`config.mk`:
```
export PLATFORM = sky130hd
export DESIGN_NAME = spi_note_rx
export DESIGN_NICKNAME = d
export VERILOG_FILES = /design/src/rtl/spi_note_pkg.sv /design/src/rtl/spi_note_rx_sync.sv /design/src/rtl/spi_note_rx.sv
export SDC_FILE = /design/constraint.sdc
export NUM_CORES = 1
export LEC_CHECK = 0
export CORE_MARGIN = 4
export CORE_UTILIZATION = 42
export CTS_CLUSTER_DIAMETER = 200
export DETAILED_ROUTE_END_ITERATION = 7
export PLACE_DENSITY = 0.66
export SYNTH_ARGS = -nofsm -noshare
export SYNTH_HDL_FRONTEND = slang
export SYNTH_SLANG_ARGS = --single-unit
```
`constraint.sdc`:
```
create_clock -name clk -period 1.9 [get_ports clk]
set_input_delay 0.285 -clock clk [delete_from_list [all_inputs] [get_ports clk]]
set_output_delay 0.285 -clock clk [all_outputs]
set_load 0.03 [all_outputs]
```
`src/rtl/spi_note_pkg.sv`:
```
`default_nettype none
// ============================================================================
//  Module      : spi_note_pkg
//  Description : Packet layout and receiver state encoding shared by the
//                note-control SPI slave.
//  Revision    : 1.0  initial release
// ============================================================================
package spi_note_pkg;

    localparam int PKT_BITS      = 32;
    localparam int CNT_W         = 5;
    localparam int HDR_BCAST_BIT = 7;
    localparam int HDR_CH_MSB    = 6;
    localparam int HDR_LSB       = 24;
    localparam int FREQ_LSB      = 8;
    localparam int VOL_LSB       = 0;

    typedef enum logic [1:0] {
        ST_WAIT_CS_LOW = 2'd0,
        ST_IDLE        = 2'd1,
        ST_RECV        = 2'd2,
        ST_COMMIT      = 2'd3
    } rx_state_t;

endpackage
`default_nettype wire

```
`src/rtl/spi_note_rx_sync.sv`:
```
`default_nettype none
// ============================================================================
//  Module      : spi_sync
//  Description : Two-flop synchronisers for the SPI pins plus an sck
//                rising-edge detector, all in the clk domain.
//  Revision    : 1.0  initial release
// ============================================================================
module spi_sync (
    input  logic clk,
    input  logic reset,
    input  logic chipSelect,
    input  logic sck,
    input  logic sdi,
    output logic cs_s,
    output logic sdi_s,
    output logic sck_rise
);

    logic [1:0] r_cs_q;
    logic [1:0] r_sdi_q;
    logic [2:0] r_sck_q;
    logic [1:0] w_cs_d;
    logic [1:0] w_sdi_d;
    logic [2:0] w_sck_d;

    always_comb begin
        w_cs_d  = {r_cs_q[0], chipSelect};
        w_sdi_d = {r_sdi_q[0], sdi};
        w_sck_d = {r_sck_q[1:0], sck};
    end

    // Chains free-run through reset so they reflect the pins on release.
    always_ff @(posedge clk) begin
        r_cs_q  <= w_cs_d;
        r_sdi_q <= w_sdi_d;
        r_sck_q <= w_sck_d;
    end

    assign cs_s     = r_cs_q[1];
    assign sdi_s    = r_sdi_q[1];
    assign sck_rise = r_sck_q[1] & ~r_sck_q[2] & ~reset;

endmodule
`default_nettype wire

```
`src/rtl/spi_note_rx.sv`:
```
`default_nettype none
// ============================================================================
//  Module      : spi_note_rx
//  Description : Oversampled SPI slave receiving 32-bit note packets into a
//                per-channel frequency/volume register file.
//  Revision    : 1.0  initial release
// ============================================================================
module spi_note_rx #(
    parameter int FREQ_W   = 12,
    parameter int VOL_W    = 8,
    parameter int CHANNELS = 4
) (
    input  logic                         clk,
    input  logic                         reset,
    input  logic                         chipSelect,
    input  logic                         sck,
    input  logic                         sdi,
    output logic [CHANNELS*FREQ_W-1:0]   freq,
    output logic [CHANNELS*VOL_W-1:0]    volume,
    output logic                         update,
    output logic [CHANNELS-1:0]          update_mask,
    output logic                         frame_err
);

    import spi_note_pkg::*;

    logic w_cs_s;
    logic w_sdi_s;
    logic w_sck_rise;

    spi_sync u_sync (
        .clk        (clk),
        .reset      (reset),
        .chipSelect (chipSelect),
        .sck        (sck),
        .sdi        (sdi),
        .cs_s       (w_cs_s),
        .sdi_s      (w_sdi_s),
        .sck_rise   (w_sck_rise)
    );

    rx_state_t                     r_state_q,  w_state_d;
    logic [CNT_W-1:0]              r_cnt_q,    w_cnt_d;
    logic [PKT_BITS-1:0]           r_shift_q,  w_shift_d;
    logic [CHANNELS*FREQ_W-1:0]    r_freq_q,   w_freq_d;
    logic [CHANNELS*VOL_W-1:0]     r_vol_q,    w_vol_d;
    logic                          r_update_q, w_update_d;
    logic [CHANNELS-1:0]           r_mask_q,   w_mask_d;
    logic                          r_err_q,    w_err_d;

    logic                          w_edge;
    logic                          w_bcast;
    logic [HDR_CH_MSB:0]           w_idx;
    logic                          w_idx_ok;
    logic [PKT_BITS-1:0]           w_shifted;
    logic                          w_unused;

    assign w_edge    = w_sck_rise & w_cs_s;
    assign w_bcast   = r_shift_q[HDR_LSB + HDR_BCAST_BIT];
    assign w_idx     = r_shift_q[HDR_LSB +: HDR_CH_MSB + 1];
    assign w_idx_ok  = (32'(w_idx) < CHANNELS);
    assign w_shifted = {r_shift_q[PKT_BITS-2:0], w_sdi_s};
    // Upper bits of the freq/volume fields are dropped for narrow widths.
    assign w_unused  = ^r_shift_q;

    always_comb begin
        w_state_d  = r_state_q;
        w_cnt_d    = r_cnt_q;
        w_shift_d  = r_shift_q;
        w_freq_d   = r_freq_q;
        w_vol_d    = r_vol_q;
        w_update_d = 1'b0;
        w_mask_d   = '0;
        w_err_d    = 1'b0;

        case (r_state_q)
            ST_WAIT_CS_LOW: begin
                w_cnt_d = '0;
                if (!w_cs_s) w_state_d = ST_IDLE;
            end
            ST_IDLE: begin
                w_cnt_d = '0;
                if (w_edge) begin
                    w_shift_d = w_shifted;
                    w_cnt_d   = CNT_W'(1);
                    w_state_d = ST_RECV;
                end
            end
            ST_RECV: begin
                if (!w_cs_s) begin
                    w_err_d   = (r_cnt_q != '0);
                    w_cnt_d   = '0;
                    w_state_d = ST_IDLE;
                end else if (w_edge) begin
                    w_shift_d = w_shifted;
                    w_cnt_d   = r_cnt_q + CNT_W'(1);
                    if (r_cnt_q == '1) w_state_d = ST_COMMIT;
                end
            end
            ST_COMMIT: begin
                for (int ch = 0; ch < CHANNELS; ch++) begin
                    if (w_bcast || (32'(w_idx) == ch)) begin
                        w_freq_d[ch*FREQ_W +: FREQ_W] = r_shift_q[FREQ_LSB +: FREQ_W];
                        w_vol_d[ch*VOL_W +: VOL_W]    = r_shift_q[VOL_LSB +: VOL_W];
                        w_mask_d[ch]                  = 1'b1;
                    end
                end
                w_update_d = w_bcast | w_idx_ok;
                w_err_d    = ~(w_bcast | w_idx_ok);
                w_cnt_d    = '0;
                // An edge landing here is the first bit of the next packet.
                if (w_edge) begin
                    w_shift_d = w_shifted;
                    w_cnt_d   = CNT_W'(1);
                end
                w_state_d = w_cs_s ? ST_RECV : ST_IDLE;
            end
            default: w_state_d = ST_WAIT_CS_LOW;
        endcase
    end

    always_ff @(posedge clk) begin
        if (reset) begin
            r_state_q  <= ST_WAIT_CS_LOW;
            r_cnt_q    <= '0;
            r_shift_q  <= '0;
            r_freq_q   <= '0;
            r_vol_q    <= '0;
            r_update_q <= 1'b0;
            r_mask_q   <= '0;
            r_err_q    <= 1'b0;
        end else begin
            r_state_q  <= w_state_d;
            r_cnt_q    <= w_cnt_d;
            r_shift_q  <= w_shift_d;
            r_freq_q   <= w_freq_d;
            r_vol_q    <= w_vol_d;
            r_update_q <= w_update_d;
            r_mask_q   <= w_mask_d;
            r_err_q    <= w_err_d;
        end
    end

    assign freq        = r_freq_q;
    assign volume      = r_vol_q;
    assign update      = r_update_q;
    assign update_mask = r_mask_q;
    assign frame_err   = r_err_q;

endmodule
`default_nettype wire

```
==> results of run 1 <==
-- synthesized netlist by cell type (all sizes together), types with 2 or more instances --
master    n
nand2    68
nor3      9
nand2b  103
clkbuf   18
a21oi    41
dfxtp   132
nor3b     2
mux2i    81
or3       2
buf      14
inv       5
nor2      9
xor2      2
ha        3
-- registers in the layout (all words and copies together), names as in the netlist --
signal	flops
update_mask	4
r_shift_q	32
u_sync.r_sck_q	3
update	1
r_cnt_q	5
u_sync.r_cs_q	2
r_state_q	2
u_sync.r_sdi_q	2
frame_err	1
freq	48
volume	32
-- cells by family (layout without fill, tap and decap cells) --
family | count (synthesis) | count (layout) | share of synthesized area [%]
compound gates | 45 | 45 | 4.73
xor+xnor | 2 | 2 | 0.352
fa+ha+maj | 3 | 3 | 0.754
buf+inv | 37 | 136 | 3.42
flops | 132 | 132 | 53.1
mux | 81 | 81 | 16.3
simple gates | 199 | 199 | 21.3
-- final cells by class --
class                   instances  area, um2
clock inverters                10        109
repair buffers                 99       1020
well taps                     143        179
inverters                       5       18.8
flip-flops and latches        132       2640
fillers                       990       4920
multi-input cells             330       2180
clock buffers                  22        444
-- stage by stage --
stage          cells  hold slack (ps)  area (um2)  utilization, %
2_1_floorplan    499              310        4980               -
3_3_place_gp     709              311        6040            52.4
3_5_place_dp     709              312        6040            52.4
4_1_cts          741              280        6590            57.2
5_1_grt          741              300        6590            57.2
6_report         741              303        6590            57.2
-- power groups by stage --
stage | Sequential, uW | Clock, uW | Combinational, uW
after global placement | 2850 | 0 | 98.9
after global routing | 2790 | 3250 | 107
after floorplan | 2840 | 0 | 79.5
after detailed placement | 2850 | 0 | 99.9
after CTS | 2790 | 3100 | 100
final | 2790 | 3040 | 99.8
-- routing by layer --
layer,GRT usage (%),vias up,share of wire [%]
met5,0,-,0
met4,4.36,0,0.92
li1,-,1823,-
met2,25.0,86,46
met1,22.9,1661,48
met3,6.17,10,5.1
-- worst paths after layout --
path	from	end	slack [ps]	cells after the start
hold / removal	reset	update	300	3
setup / recovery	freq[5]	freq[5]	150	1
setup reg to reg	r_state_q[0]	freq[10]	300	4
hold reg to reg	u_sync.r_cs_q[0]	u_sync.r_cs_q[1]	320	0
==> results.toml, run 1 <==
[critical_path]
cp_max_fo = 2
slowest_stage = "clkdlybuf4s50_1"
required_ps = 1620
startpoint_type = "flop"
cp-end-kind = "output port"
setup.worst_path.class = "reg2out"
path_cells = "clkdlybuf4s50_1"
cp_top_family = "buffers and inverters"
cpPeakStageDelay_ps = 690
path_buf_inv = 1
arrival_ps = 1470

[place]
routabilityCongestion = 0.802
place_ws_ps = 311
io_buffers = 90
hpwl_um = 7030

[drt]
vias_per_cell = 4.83
postRouteWirelength_um = 10900
ant_nets = 0
wire_per_inst_um = 14.7
drt_iter0_drc = 253
drt_first_pass_iters = 4
vias = 3580
drc = 0

[grt]
grt_pass1_vias = 3413
grt_max_degree = 82
grtUsageTotal_pct = 16.7
overflow = 0
antenna_found_initial = 0
grt_pass1_wl_um = 17500

[sta]
rsz0062_at_grt = "no"
max_slew.worst_pin.slew_ps = 620
final.setup.tns_ps = 0
setup_slack_ps = 147
hold_violations = 0
drv_slew = 0
post-route-period-util_pct = 92.2
slew_headroom_pct = 58.7
clock_skew_ps = 7.63
period_needed_ps = 1750
setup_viol = 0
max_freq_mhz = 571

[clock_tree]
numCtsBuffers = 17
insertion_delay_ps = 410
postCtsSetupBuffers = 0
htree_num_levels = 4
clock_sinks = 132
cts-root-buf = "clkbuf_16"
clk_pin_slew_ps = 50
cts-hold-fix-buffers = 0
cts_tree = "yes"
cts_resized = 0
cts_max_path_buffers = 2

[pwr]
switching_share_pct = 20.0
total_power_uw = 5930
clkPwrFrac_pct = 51.3
leakage_uw = 0.00229
p_int_uw = 4750
power.share.combinational_pct = 1.7
irDropWorstVdd_v = 0.000673
p_sw_uw = 1190
seqPwrFrac_pct = 47.0
p_per_area_nw_per_um2 = 900

[floorplan]
die_area_um2 = 13700
die_y_um = 117
coreArea_um2 = 11500
io_pins = 91
die_w_um = 117
initial_utilization_pct = 43.2
rows = 39

[finish]
area_growth_pct = 32.5
fin_nets = 593
layout_commonest_cell = "dfxtp_1"
final_cell_mix = "132 x dfxtp_1, 103 x nand2b_1, 89 x clkdlybuf4s50_1"
antenna_cells = 0
drive_gt1_share_pct = 7.53

[logic_synthesis]
synth-async-reset-ratio_pct = 0
synth.top_cell.area_share_pct = 53.1
ys_warn_count = 0
yosysSeqAreaShare_pct = 53.1
syn-instance-count = 499
synthesis.area_um2 = 4980
yosysUniqueCellTypes = 28
synth_edf_count = 0
synth_area_leaders = "dfxtp_1 53%, mux2i_1 16%, nand2b_1 13%"
synthFlopType = "dfxtp_1"
ys_ff_latch = 132
syn-mean-instance-area_um2 = 9.97
synth_nets = 507
yosysTopAreaCell = "dfxtp_1"

[hold_path]
min_path_type = "in2reg"

[flow_run]
maxCapViolations = 0

[run_status]
status = "complete, no violations"
Power figures use the tool's default switching activity.
==> run 2: changes to the inputs <==
--- a/constraint.sdc
+++ b/constraint.sdc
@@ -3,2 +3,2 @@
 set_output_delay 0.285 -clock clk [all_outputs]
-set_load 0.03 [all_outputs]
+set_load 0.02 [all_outputs]
==> results of run 2 <==
Same layout as run 1 (identical final DEF). Status: complete, no violations.
Main changes from that run: setup slack after layout 147 ps -> 214 ps
==> run 3: changes to the inputs <==
Settings changed: GPL_ROUTABILITY_DRIVEN set to 0.
==> results of run 3 <==
Same layout as run 1 (identical final DEF). Status: complete, no violations.
Main changes from that run: setup slack after layout 147 ps -> 214 ps
